==> config.mk <==
export PLATFORM = sky130hd
export DESIGN_NAME = seg_scan_driver_flat
export DESIGN_NICKNAME = d
export VERILOG_FILES = /design/src/rtl/seg_pkg.sv /design/src/rtl/seg_scan_driver_if.sv /design/src/rtl/bcd_to_7seg.sv /design/src/rtl/seg_scan_driver.sv /design/src/flat_wrapper.sv
export SDC_FILE = /design/constraint.sdc
export NUM_CORES = 1
export LEC_CHECK = 0
export BUFFER_PORTS_ARGS = -buffer_cell sky130_fd_sc_hd__buf_2
export CORE_UTILIZATION = 55
export CTS_CLUSTER_DIAMETER = 60
export CTS_CLUSTER_SIZE = 16
export DETAILED_ROUTE_END_ITERATION = 10
export GPL_ROUTABILITY_DRIVEN = 0
export PLACE_DENSITY = 0.78
export SLEW_MARGIN = 10
export SYNTH_ARGS = -nofsm -noshare
export SYNTH_HDL_FRONTEND = slang
export SYNTH_SLANG_ARGS = --single-unit
==> constraint.sdc <==
create_clock -name clk_div -period 2.3 [get_ports clk_div]
set_input_delay 0.23 -clock clk_div [delete_from_list [all_inputs] [get_ports clk_div]]
set_output_delay 0.23 -clock clk_div [all_outputs]
set_load 0.005 [all_outputs]
==> src/rtl/seg_pkg.sv <==
// Shared constants and types for 7-segment display paths.
// Segment patterns are active-low {g,f,e,d,c,b,a} for a common-anode display.
package seg_pkg;

   localparam logic [6:0] SEG_BLANK = 7'h7F;
   localparam logic [6:0] SEG_DASH  = 7'h3F;

   localparam logic [6:0] SEG_0 = 7'h40;
   localparam logic [6:0] SEG_1 = 7'h79;
   localparam logic [6:0] SEG_2 = 7'h24;
   localparam logic [6:0] SEG_3 = 7'h30;
   localparam logic [6:0] SEG_4 = 7'h19;
   localparam logic [6:0] SEG_5 = 7'h12;
   localparam logic [6:0] SEG_6 = 7'h02;
   localparam logic [6:0] SEG_7 = 7'h78;
   localparam logic [6:0] SEG_8 = 7'h00;
   localparam logic [6:0] SEG_9 = 7'h10;

   typedef enum logic {
      ST_BLANK   = 1'b0,
      ST_DISPLAY = 1'b1
   } scan_state_e;

   // Segment + decimal-point payload driven to the display (both active-low)
   typedef struct packed {
      logic [6:0] seg;
      logic       dp;
   } seg_dp_t;

   localparam seg_dp_t SEG_DP_OFF = '{seg: SEG_BLANK, dp: 1'b1};

endpackage

==> src/rtl/seg_scan_driver_if.sv <==
// Digit bus in / display drive out for seg_scan_driver.
//   master : digit source and display (drives enable, bcd_in, dp_in)
//   slave  : scan driver (drives AN, SEG, DP, frame_start)
interface seg_scan_driver_if #(
   parameter int unsigned NUM_DIGITS = 4
);
   logic                      enable;
   logic [4*NUM_DIGITS-1:0]   bcd_in;
   logic [NUM_DIGITS-1:0]     dp_in;
   logic [NUM_DIGITS-1:0]     AN;
   logic [6:0]                SEG;
   logic                      DP;
   logic                      frame_start;

   modport master (
      output enable, bcd_in, dp_in,
      input  AN, SEG, DP, frame_start
   );

   modport slave (
      input  enable, bcd_in, dp_in,
      output AN, SEG, DP, frame_start
   );
endinterface

==> src/rtl/bcd_to_7seg.sv <==
// Combinational BCD to active-low 7-segment decoder; codes above 9 show a dash.
//   bcd   : 4-bit input code
//   seg_c : {g,f,e,d,c,b,a}, active-low
module bcd_to_7seg
   import seg_pkg::*;
(
   input  logic [3:0] bcd,
   output logic [6:0] seg_c
);

   always_comb begin
      seg_c = SEG_DASH;
      case (bcd)
         4'd0:    seg_c = SEG_0;
         4'd1:    seg_c = SEG_1;
         4'd2:    seg_c = SEG_2;
         4'd3:    seg_c = SEG_3;
         4'd4:    seg_c = SEG_4;
         4'd5:    seg_c = SEG_5;
         4'd6:    seg_c = SEG_6;
         4'd7:    seg_c = SEG_7;
         4'd8:    seg_c = SEG_8;
         4'd9:    seg_c = SEG_9;
         default: seg_c = SEG_DASH;
      endcase
   end

endmodule

==> src/rtl/seg_scan_driver.sv <==
// Time-multiplexed common-anode 7-segment scan driver with per-digit blanking gap
// and a once-per-frame snapshot of the digit bus.
//   clk_div : scan clock
//   BTN0    : asynchronous active-low reset
//   bus     : seg_scan_driver_if.slave (enable, bcd_in, dp_in -> AN, SEG, DP, frame_start)
// Optional: define LEADING_ZERO_BLANK_EN to blank leading zero digits (digit 0 always shown).
module seg_scan_driver
   import seg_pkg::*;
#(
   parameter int unsigned NUM_DIGITS   = 4,
   parameter int unsigned DIGIT_CYCLES = 1024,
   parameter int unsigned BLANK_CYCLES = 16
) (
   input  logic               clk_div,
   input  logic               BTN0,
   seg_scan_driver_if.slave   bus
);

   localparam int unsigned MAX_CYC = (DIGIT_CYCLES > BLANK_CYCLES) ? DIGIT_CYCLES : BLANK_CYCLES;
   localparam int unsigned CNT_W   = (MAX_CYC > 1) ? $clog2(MAX_CYC) : 1;
   localparam int unsigned IDX_W   = $clog2(NUM_DIGITS);
   localparam int unsigned BCD_W   = 4 * NUM_DIGITS;

   localparam logic [CNT_W-1:0] BLANK_LAST = CNT_W'(BLANK_CYCLES - 1);
   localparam logic [CNT_W-1:0] DIGIT_LAST = CNT_W'(DIGIT_CYCLES - 1);
   localparam logic [IDX_W-1:0] IDX_LAST   = IDX_W'(NUM_DIGITS - 1);

   scan_state_e             state_q, state_d;
   logic [IDX_W-1:0]        idx_q, idx_d;
   logic [CNT_W-1:0]        cnt_q, cnt_d;
   logic                    run_q, run_d;
   logic [BCD_W-1:0]        snap_bcd_q;
   logic [NUM_DIGITS-1:0]   snap_dp_q;
   logic                    capture;
   logic [NUM_DIGITS-1:0]   an_q, an_d;
   seg_dp_t                 disp_q, disp_d;
   logic                    fs_q, fs_d;

   logic [3:0]              cur_bcd;
   logic [6:0]              dec_seg;
   logic [NUM_DIGITS-1:0]   an_lit;
   seg_dp_t                 lit;

   // Decode the snapshot digit currently indexed
   assign cur_bcd = snap_bcd_q[{idx_q, 2'b00} +: 4];
   assign an_lit  = ~(NUM_DIGITS'(1) << idx_q);

   bcd_to_7seg u_dec (
      .bcd   (cur_bcd),
      .seg_c (dec_seg)
   );

`ifdef LEADING_ZERO_BLANK_EN
   logic [NUM_DIGITS-1:0] lz_blank;
   logic                  zeros_above;

   // lz_blank[i]: digit i and every higher digit are zero (digit 0 excluded)
   always_comb begin
      lz_blank    = '0;
      zeros_above = 1'b1;
      for (int i = NUM_DIGITS - 1; i > 0; i--) begin
         zeros_above = zeros_above && (snap_bcd_q[4*i +: 4] == 4'd0);
         lz_blank[i] = zeros_above;
      end
   end

   always_comb begin
      lit.seg = lz_blank[idx_q] ? SEG_BLANK : dec_seg;
      lit.dp  = ~snap_dp_q[idx_q];
   end
`else
   always_comb begin
      lit.seg = dec_seg;
      lit.dp  = ~snap_dp_q[idx_q];
   end
`endif

   // Next-state and next-output logic; outputs are registered with the state
   always_comb begin
      state_d = state_q;
      idx_d   = idx_q;
      cnt_d   = cnt_q;
      run_d   = run_q;
      an_d    = an_q;
      disp_d  = disp_q;
      fs_d    = 1'b0;
      capture = 1'b0;

      if (!bus.enable) begin
         state_d = ST_BLANK;
         idx_d   = '0;
         cnt_d   = '0;
         run_d   = 1'b0;
         an_d    = '1;
         disp_d  = SEG_DP_OFF;
      end else if (!run_q) begin
         // First enabled cycle opens a fresh frame
         state_d = ST_BLANK;
         idx_d   = '0;
         cnt_d   = '0;
         run_d   = 1'b1;
         an_d    = '1;
         disp_d  = SEG_DP_OFF;
         fs_d    = 1'b1;
         capture = 1'b1;
      end else begin
         case (state_q)
            ST_BLANK: begin
               if (cnt_q == BLANK_LAST) begin
                  state_d = ST_DISPLAY;
                  cnt_d   = '0;
                  an_d    = an_lit;
                  disp_d  = lit;
               end else begin
                  cnt_d = cnt_q + CNT_W'(1);
               end
            end
            ST_DISPLAY: begin
               if (cnt_q == DIGIT_LAST) begin
                  state_d = ST_BLANK;
                  cnt_d   = '0;
                  an_d    = '1;
                  disp_d  = SEG_DP_OFF;
                  if (idx_q == IDX_LAST) begin
                     idx_d   = '0;
                     fs_d    = 1'b1;
                     capture = 1'b1;
                  end else begin
                     idx_d = idx_q + IDX_W'(1);
                  end
               end else begin
                  cnt_d = cnt_q + CNT_W'(1);
               end
            end
            default: state_d = ST_BLANK;
         endcase
      end
   end

   // State and output registers
   always_ff @(posedge clk_div or negedge BTN0) begin
      if (!BTN0) begin
         state_q <= ST_BLANK;
         idx_q   <= '0;
         cnt_q   <= '0;
         run_q   <= 1'b0;
         an_q    <= '1;
         disp_q  <= SEG_DP_OFF;
         fs_q    <= 1'b0;
      end else begin
         state_q <= state_d;
         idx_q   <= idx_d;
         cnt_q   <= cnt_d;
         run_q   <= run_d;
         an_q    <= an_d;
         disp_q  <= disp_d;
         fs_q    <= fs_d;
      end
   end

   // Frame snapshot of the digit bus
   always_ff @(posedge clk_div or negedge BTN0) begin
      if (!BTN0) begin
         snap_bcd_q <= '0;
         snap_dp_q  <= '0;
      end else if (capture) begin
         snap_bcd_q <= bus.bcd_in;
         snap_dp_q  <= bus.dp_in;
      end
   end

   assign bus.AN          = an_q;
   assign bus.SEG         = disp_q.seg;
   assign bus.DP          = disp_q.dp;
   assign bus.frame_start = fs_q;

endmodule

==> src/flat_wrapper.sv <==
// flat-port wrapper written by rule: the top's interface ports become plain ports
module seg_scan_driver_flat import seg_pkg::*;
#(
   parameter int unsigned NUM_DIGITS   = 4,
   parameter int unsigned DIGIT_CYCLES = 1024,
   parameter int unsigned BLANK_CYCLES = 16
)
  (clk_div, BTN0, bus_enable, bus_bcd_in, bus_dp_in, bus_AN, bus_SEG, bus_DP, bus_frame_start);
  seg_scan_driver_if #(.NUM_DIGITS(NUM_DIGITS)) bus_i ();
  input  logic clk_div;
  input  logic BTN0;
  input wire logic [$bits(bus_i.enable)-1:0] bus_enable;
  input wire logic [$bits(bus_i.bcd_in)-1:0] bus_bcd_in;
  input wire logic [$bits(bus_i.dp_in)-1:0] bus_dp_in;
  output wire logic [$bits(bus_i.AN)-1:0] bus_AN;
  output wire logic [$bits(bus_i.SEG)-1:0] bus_SEG;
  output wire logic [$bits(bus_i.DP)-1:0] bus_DP;
  output wire logic [$bits(bus_i.frame_start)-1:0] bus_frame_start;
  assign bus_i.enable = bus_enable;
  assign bus_i.bcd_in = bus_bcd_in;
  assign bus_i.dp_in = bus_dp_in;
  assign bus_AN = bus_i.AN;
  assign bus_SEG = bus_i.SEG;
  assign bus_DP = bus_i.DP;
  assign bus_frame_start = bus_i.frame_start;
  seg_scan_driver #(.NUM_DIGITS(NUM_DIGITS), .DIGIT_CYCLES(DIGIT_CYCLES), .BLANK_CYCLES(BLANK_CYCLES)) u_core (.clk_div(clk_div), .BTN0(BTN0), .bus(bus_i));
endmodule
* After elaboration in Yosys (flattened, before gate mapping)
Memories as Yosys holds them, arrays and structs flattened.
Cells that the tools add are included.
** Storage, ports and cells
- Flip-flop bits (word level) :: 47
- Bits in read-only memories :: 112
- Input bits :: 23
- Output and inout bits :: 13
- Logic and storage cells :: 61
- Memories :: 1
** Memory list
- (no name shown) :: words 16, bits a word 7, rd ports 1, clocked after Yosys merged registers in 0, wr ports 0, line bcd_to_7seg.sv:13 : case (bcd)
** Operators by class
- Add/subtract/negate cells :: 2
- Magnitude comparators :: 1
- Equality and inequality tests :: 7
- Shifts and indexed selects :: 2
- Muxes and demuxes :: 33
- Bitwise logic cells :: 3
- Reduce and logical (&&, ||, !) cells :: 2
** Operator list (number)
- two-way mux 10 bit :: 4
- two-way mux 8 bit :: 4
- case mux 10 bit (2 select lines) :: 1
- two-way mux 4 bit :: 4
- case mux 8 bit (2 select lines) :: 1
- indexed part select 16 x 5 -> 4 bit :: 1
- two-way mux 1 bit :: 11
- adder 10 x 1 -> 10 bit (second input constant) :: 1
- equality test 10 bit (second input constant) :: 1
- equality test 10 x 4 -> 1 bit (second input constant) :: 1
- two-way mux 2 bit :: 5
- != test 4 bit (second input constant) :: 2
- case mux 4 bit (2 select lines) :: 1
- NOT 4 bit :: 1
- AND reduction 2 bit :: 2
- left shift 1 x 2 -> 4 bit (first input constant) :: 1
- less-than comparator 2 x 3 -> 1 bit (second input constant) :: 1
- != test 3 x 2 -> 1 bit (second input constant) :: 1
- != test 3 bit (second input constant) :: 1
- adder 2 x 1 -> 2 bit (second input constant) :: 1
- binary-select mux 1 bit (select 2 bit) :: 1
- equality test 2 bit (second input constant) :: 1
- NOT 1 bit :: 2
- case mux 1 bit (2 select lines) :: 1

* Logic depth before layout (Yosys ltp)
- Depth in word-level cells :: 7
- Mapped depth :: 9
- Gate-level depth less buffers :: 8

* Hierarchy
A second synthesis with hierarchy kept.
** Unflattened totals
- Cells, all modules :: 209
- Area, all modules :: 2544.9 µm²
** Modules (own cells, without submodules)
- seg_scan_driver :: instances 1, cells each 178, area each 2321.0 µm², sequential area each 1191.1 µm²
- bcd_to_7seg :: instances 1, cells each 31, area each 224.0 µm², sequential area each 0.0 µm²

* Worst setup path before layout
No wires, ideal clock.
- Path kind :: register -> register
- From :: register u_core.idx_q[0]
- To :: register u_core.disp_q (netlist bit u_core.bus.SEG[5])
- Setup time :: 0.088 ns
- Arrival time :: 1.813 ns
- Slack :: 0.399 ns
- Stages on the path, launching flop included :: 9
- Buffers on the path :: 1
- Cell sequence :: dfrtp_1 > buf_6 > mux4_1 > inv_1 > ha_1 > nor2_1 > a211o_1 > nand2_1 > a21oi_1
** On the way
- Word-level cells in the longest chain between the ends :: 6
** Ends and longest elaborated chain
- start: declaration :: line seg_scan_driver.sv:29 : logic [IDX_W-1:0] idx_q, idx_d;
- start signal: assignment :: line seg_scan_driver.sv:152 : idx_q <= idx_d;
- indexed part select 16 x 5 -> 4 bit :: line seg_scan_driver.sv:45 : assign cur_bcd = snap_bcd_q[{idx_q, 2'b00} +: 4];
- memory (16 x 7 bit)
- two-way mux 8 bit :: line seg_scan_driver.sv:109 : if (cnt_q == BLANK_LAST) begin
- case mux 8 bit (2 select lines) :: line seg_scan_driver.sv:107 : case (state_q)
- two-way mux 8 bit :: line seg_scan_driver.sv:96 : end else if (!run_q) begin
- two-way mux 8 bit :: line seg_scan_driver.sv:89 : if (!bus.enable) begin
- end signal: assignment :: line seg_scan_driver.sv:156 : disp_q <= disp_d;
- end: declaration :: line seg_scan_driver.sv:36 : seg_dp_t disp_q, disp_d;
No other way between the ends. The select of a mux whose other input is x is not followed.
A chain may end at the register's enable or synchronous reset.

* Worst setup path after layout
Ends and elaborated chain as after synthesis.

==> out/qor.csv <==
stage,metric,value,unit
outcome,run status,completed,
floorplan,initial core utilization,0.596,
clock_tree,# hold bufs at CTS,0,
clock_tree,Skew-Pair Late Insertion Delay,0.30,ns
synth,cells after synthesis,194,
floorplan,die width,66.2,µm
synth,Synth area leaders,"dfrtp_1 39%, dfstp_2 14%, mux2_2 9.9%, ha_1 6.1%, nor2_1 4.8%",
final_layout,fraction of layout cells with a size suffix above 1,0.373,
worst_setup_path,flop2flop setup slack,0.34,ns
worst_setup_path,crit path buf inv count,1,
timing,hold slack,0.0477,ns
global_routing,vias in the first global route,1451,
placed_design,dpl cells,276,
synth,post-synthesis compound-gate area fraction,0.0635,
synth,Synth Warn #,0,
synth,Mapped Avg Cell Area,11.7,µm²
clock_tree,H-tree depth,2,
global_routing,initial antenna violation count,0,
synth,Synth area leader,dfrtp_1,
synth,share of flip-flops with an asynchronous set or reset,1.00,
synth,"Primary FF master, synth",dfrtp_1,
placed_design,detailed placement HPWL,2830,µm
worst_setup_path,max incr delay on CP,0.67,ns
global_routing,pin count of the biggest net entering global routing,42,
synth,#FFs+latches synth,47,
clock_tree,CTS Buf Count,5,
clock_tree,Clock Path Buffers,2,
synth,proportion of synthesized area in mux cells,0.157,
global_routing,gr ovfl total,0,
worst_hold_path,Min-Delay Path Class,in -> async,
global_routing,first-pass GRT wire length,6730,µm
floorplan,number of cell rows,22,
worst_setup_path,worst setup path category,reg -> reg,
synth,synthesized area,2260,µm²
global_routing,GR peak layer,met2,
floorplan,die footprint,4380,µm²
power_and_ir_drop,Leak,0.00119,µW
final_layout,antenna cell count,0,
synth,main combinational cell family by area after synthesis,multiplexers,
synth,post-synthesis sequential area ratio,0.526,
worst_setup_path,crit path capture type,flip-flop,
timing,relative slew slack,0.415,
final_layout,nets,269,
clock_tree,CTS Root Cell,clkbuf_8,
worst_setup_path,CP max stage cell,mux4_1,
global_routing,Total GRT Usage,0.210,
clock_tree,post_cts resized,0,
timing,final setup TNS,0,ns
clock_tree,post-CTS setup repair buffer count,0,
timing,Worst-Margin Slew,0.877,ns
drt,number of DRC markers in iteration 0,87,
timing,Final period util,0.851,
drt,# DRC,0,
synth,post-synthesis adder-cell area fraction,0.0608,
global_routing,GR Util met3,0.0552,
final_layout,fin cells,284,
floorplan,core area,3800,µm²
drt,WL per Instance,13.6,µm
floorplan,I/O pin cnt,36,
drt,post-DR vias/cell,5.35,
power_and_ir_drop,PwrDens,692,nW/µm²
worst_setup_path,Crit Path Max Fanout,5,
final_layout,Util after Layout,0.691,
drt,DRT Wirelength,3870,µm
drt,DRT Pass-1 Iters,4,
final_layout,Area Growth Syn to Fin,15.9,%
global_routing,met2 Track Usage GR,0.306,
timing,fin crit period,1.96,ns
synth,Post-Syn Nets,228,
clock_tree,CTS clock-pin slew for the worst setup and hold paths,0.08,ns
synth,Post-synth EDFFs,0,
synth,Cell variety after synth,34,
worst_setup_path,Critical Path AT,2.18,ns
floorplan,die height,66.2,µm
global_routing,met1 Track Usage GR,0.297,
timing,fmax,511,MHz
synth,Yosys top cell area share,0.387,
worst_setup_path,startpoint types,flip-flop,
timing,Setup Skew,0.00577,ns
clock_tree,clock sinks,47,
placed_design,Port Buffer Count,35,
worst_setup_path,Required @ worst endpoint,2.52,ns
timing,final hold vios,0,
drt,DR vias,1519,
power_and_ir_drop,total power,1820,µW
drt,Routed Antenna Nets,0,
synth,Synth Area in Simple Gates,0.130,
clock_tree,CTS tree,yes,
timing,final setup vio count,0,
worst_setup_path,crit-path cells,"mux4_1, inv_1, ha_1, nor2_1, a211o_1, nand2_1, a21oi_1",
timing,Max Transition Viols Final,0,
timing,RSZ-0062 raised after global routing,no,
worst_setup_path,cell family with most CP delay,multiplexers,
synth,post-synthesis xor/xnor area fraction,0.0309,
power_and_ir_drop,peak supply drop,0.552,mV
run,total of max-cap violations,0,
final_layout,# fillers,287,
-- placed cells by master (no fill, tap or decap), types with 2 or more instances in the layout --
cell type	Yosys	layout
ha_1	11	11
nor3b_1	2	2
dfrtp_1	35	35
nor2_1	29	29
clkbuf_8	0	6
a21oi_1	9	9
mux4_2	3	3
a31oi_1	6	6
nor3_1	2	2
mux2_2	20	20
buf_4	0	6
inv_1	8	8
buf_2	4	35
a211o_1	2	2
nand3_1	6	6
nand2_1	12	12
xor2_1	4	4
mux4_1	2	2
and3_1	5	5
xnor2_1	4	4
o21ai_0	3	3
dfstp_2	12	12
-- kinds of logic (layout without fill, tap and decap cells) --
logic type / after synthesis / in the layout
DFF: 47 / 47
adders and majority gates: 11 / 11
and+or+nand+nor: 62 / 62
muxes: 26 / 26
buffers and inverters: 16 / 58
xor gates and xnor gates: 8 / 8
AOI/OAI and AO/OA: 24 / 24
-- Yosys cell counts, types with 2 or more instances --
library cell / n
a211o_1: 2
a21oi_1: 9
a31oi_1: 6
and3_1: 5
buf_2: 4
clkbuf_1: 2
dfrtp_1: 35
dfstp_2: 12
ha_1: 11
inv_1: 8
mux2_2: 20
mux4_1: 2
mux4_2: 3
nand2_1: 12
nand3_1: 6
nor2_1: 29
nor3_1: 2
nor3b_1: 2
o21ai_0: 3
xnor2_1: 4
xor2_1: 4
-- per-stage QoR --
step | worst slack, ns | instance area, µm²
floorplan | 0.399 | 2260
global placement | 0.420 | 2510
detailed placement | 0.366 | 2510
CTS | 0.350 | 2620
global route | 0.197 | 2620
finish | 0.342 | 2620
-- registers in the layout, indices dropped and copies added, names as in the netlist, 2 cells and up --
register / flops
u_core.cnt_q: 10
u_core.bus.AN: 4
u_core.idx_q: 2
u_core.bus.SEG: 7
u_core.snap_dp_q: 4
u_core.snap_bcd_q: 16
-- layout make-up --
| class | count | area, µm² | area share |
|---|---|---|---|
| clock inverter | 2 | 35.0 | 0.0134 |
| multi-input combinational | 131 | 1000 | 0.381 |
| clock buffer | 6 | 82.6 | 0.0315 |
| tap | 48 | 60.1 | 0.0229 |
| inverter | 9 | 33.8 | 0.0129 |
| timing repair buffer | 41 | 220 | 0.0839 |
| sequential | 47 | 1190 | 0.454 |
-- report_power, final --
group          switching (µW)  internal, µW
combinational             129           128
clock                     267           352
sequential               35.4           906
-- layer usage --
layer | wire length (µm) | vias to the layer above | part of all wire
li1 | - | 755 | -
met1 | 1950 | 713 | 0.50
met2 | 1650 | 47 | 0.43
met3 | 211 | 4 | 0.055
met4 | 55 | 0 | 0.014
met5 | 0 | - | 0
-- path summary, 6_finish.rpt --
kind,start,to,depth (start not counted)
worst min register to register,u_core.bus.AN[1]$_DFFE_PN1P_,u_core.bus.AN[1]$_DFFE_PN1P_,2
worst min-delay path,BTN0,u_core.run_q$_DFF_PN0_,1
min in group clk_div,bus_enable,u_core.run_q$_DFF_PN0_,1
worst max-delay path,u_core.idx_q[0]$_DFFE_PN0P_,u_core.bus.SEG[5]$_DFFE_PN1P_,7
max in group asynchronous,BTN0,u_core.bus.SEG[5]$_DFFE_PN1P_,2
worst max register to register,u_core.idx_q[0]$_DFFE_PN0P_,u_core.bus.SEG[5]$_DFFE_PN1P_,7
-- worst reg2reg max path, stage by stage (launching register included) --
cell	delay, ns
dfrtp_1	0.44
mux4_1	0.67
inv_1	0.15
ha_1	0.19
nor2_1	0.06
a211o_1	0.26
nand2_1	0.06
a21oi_1	0.06
No activity file was read; power rests on OpenSTA's default activity.
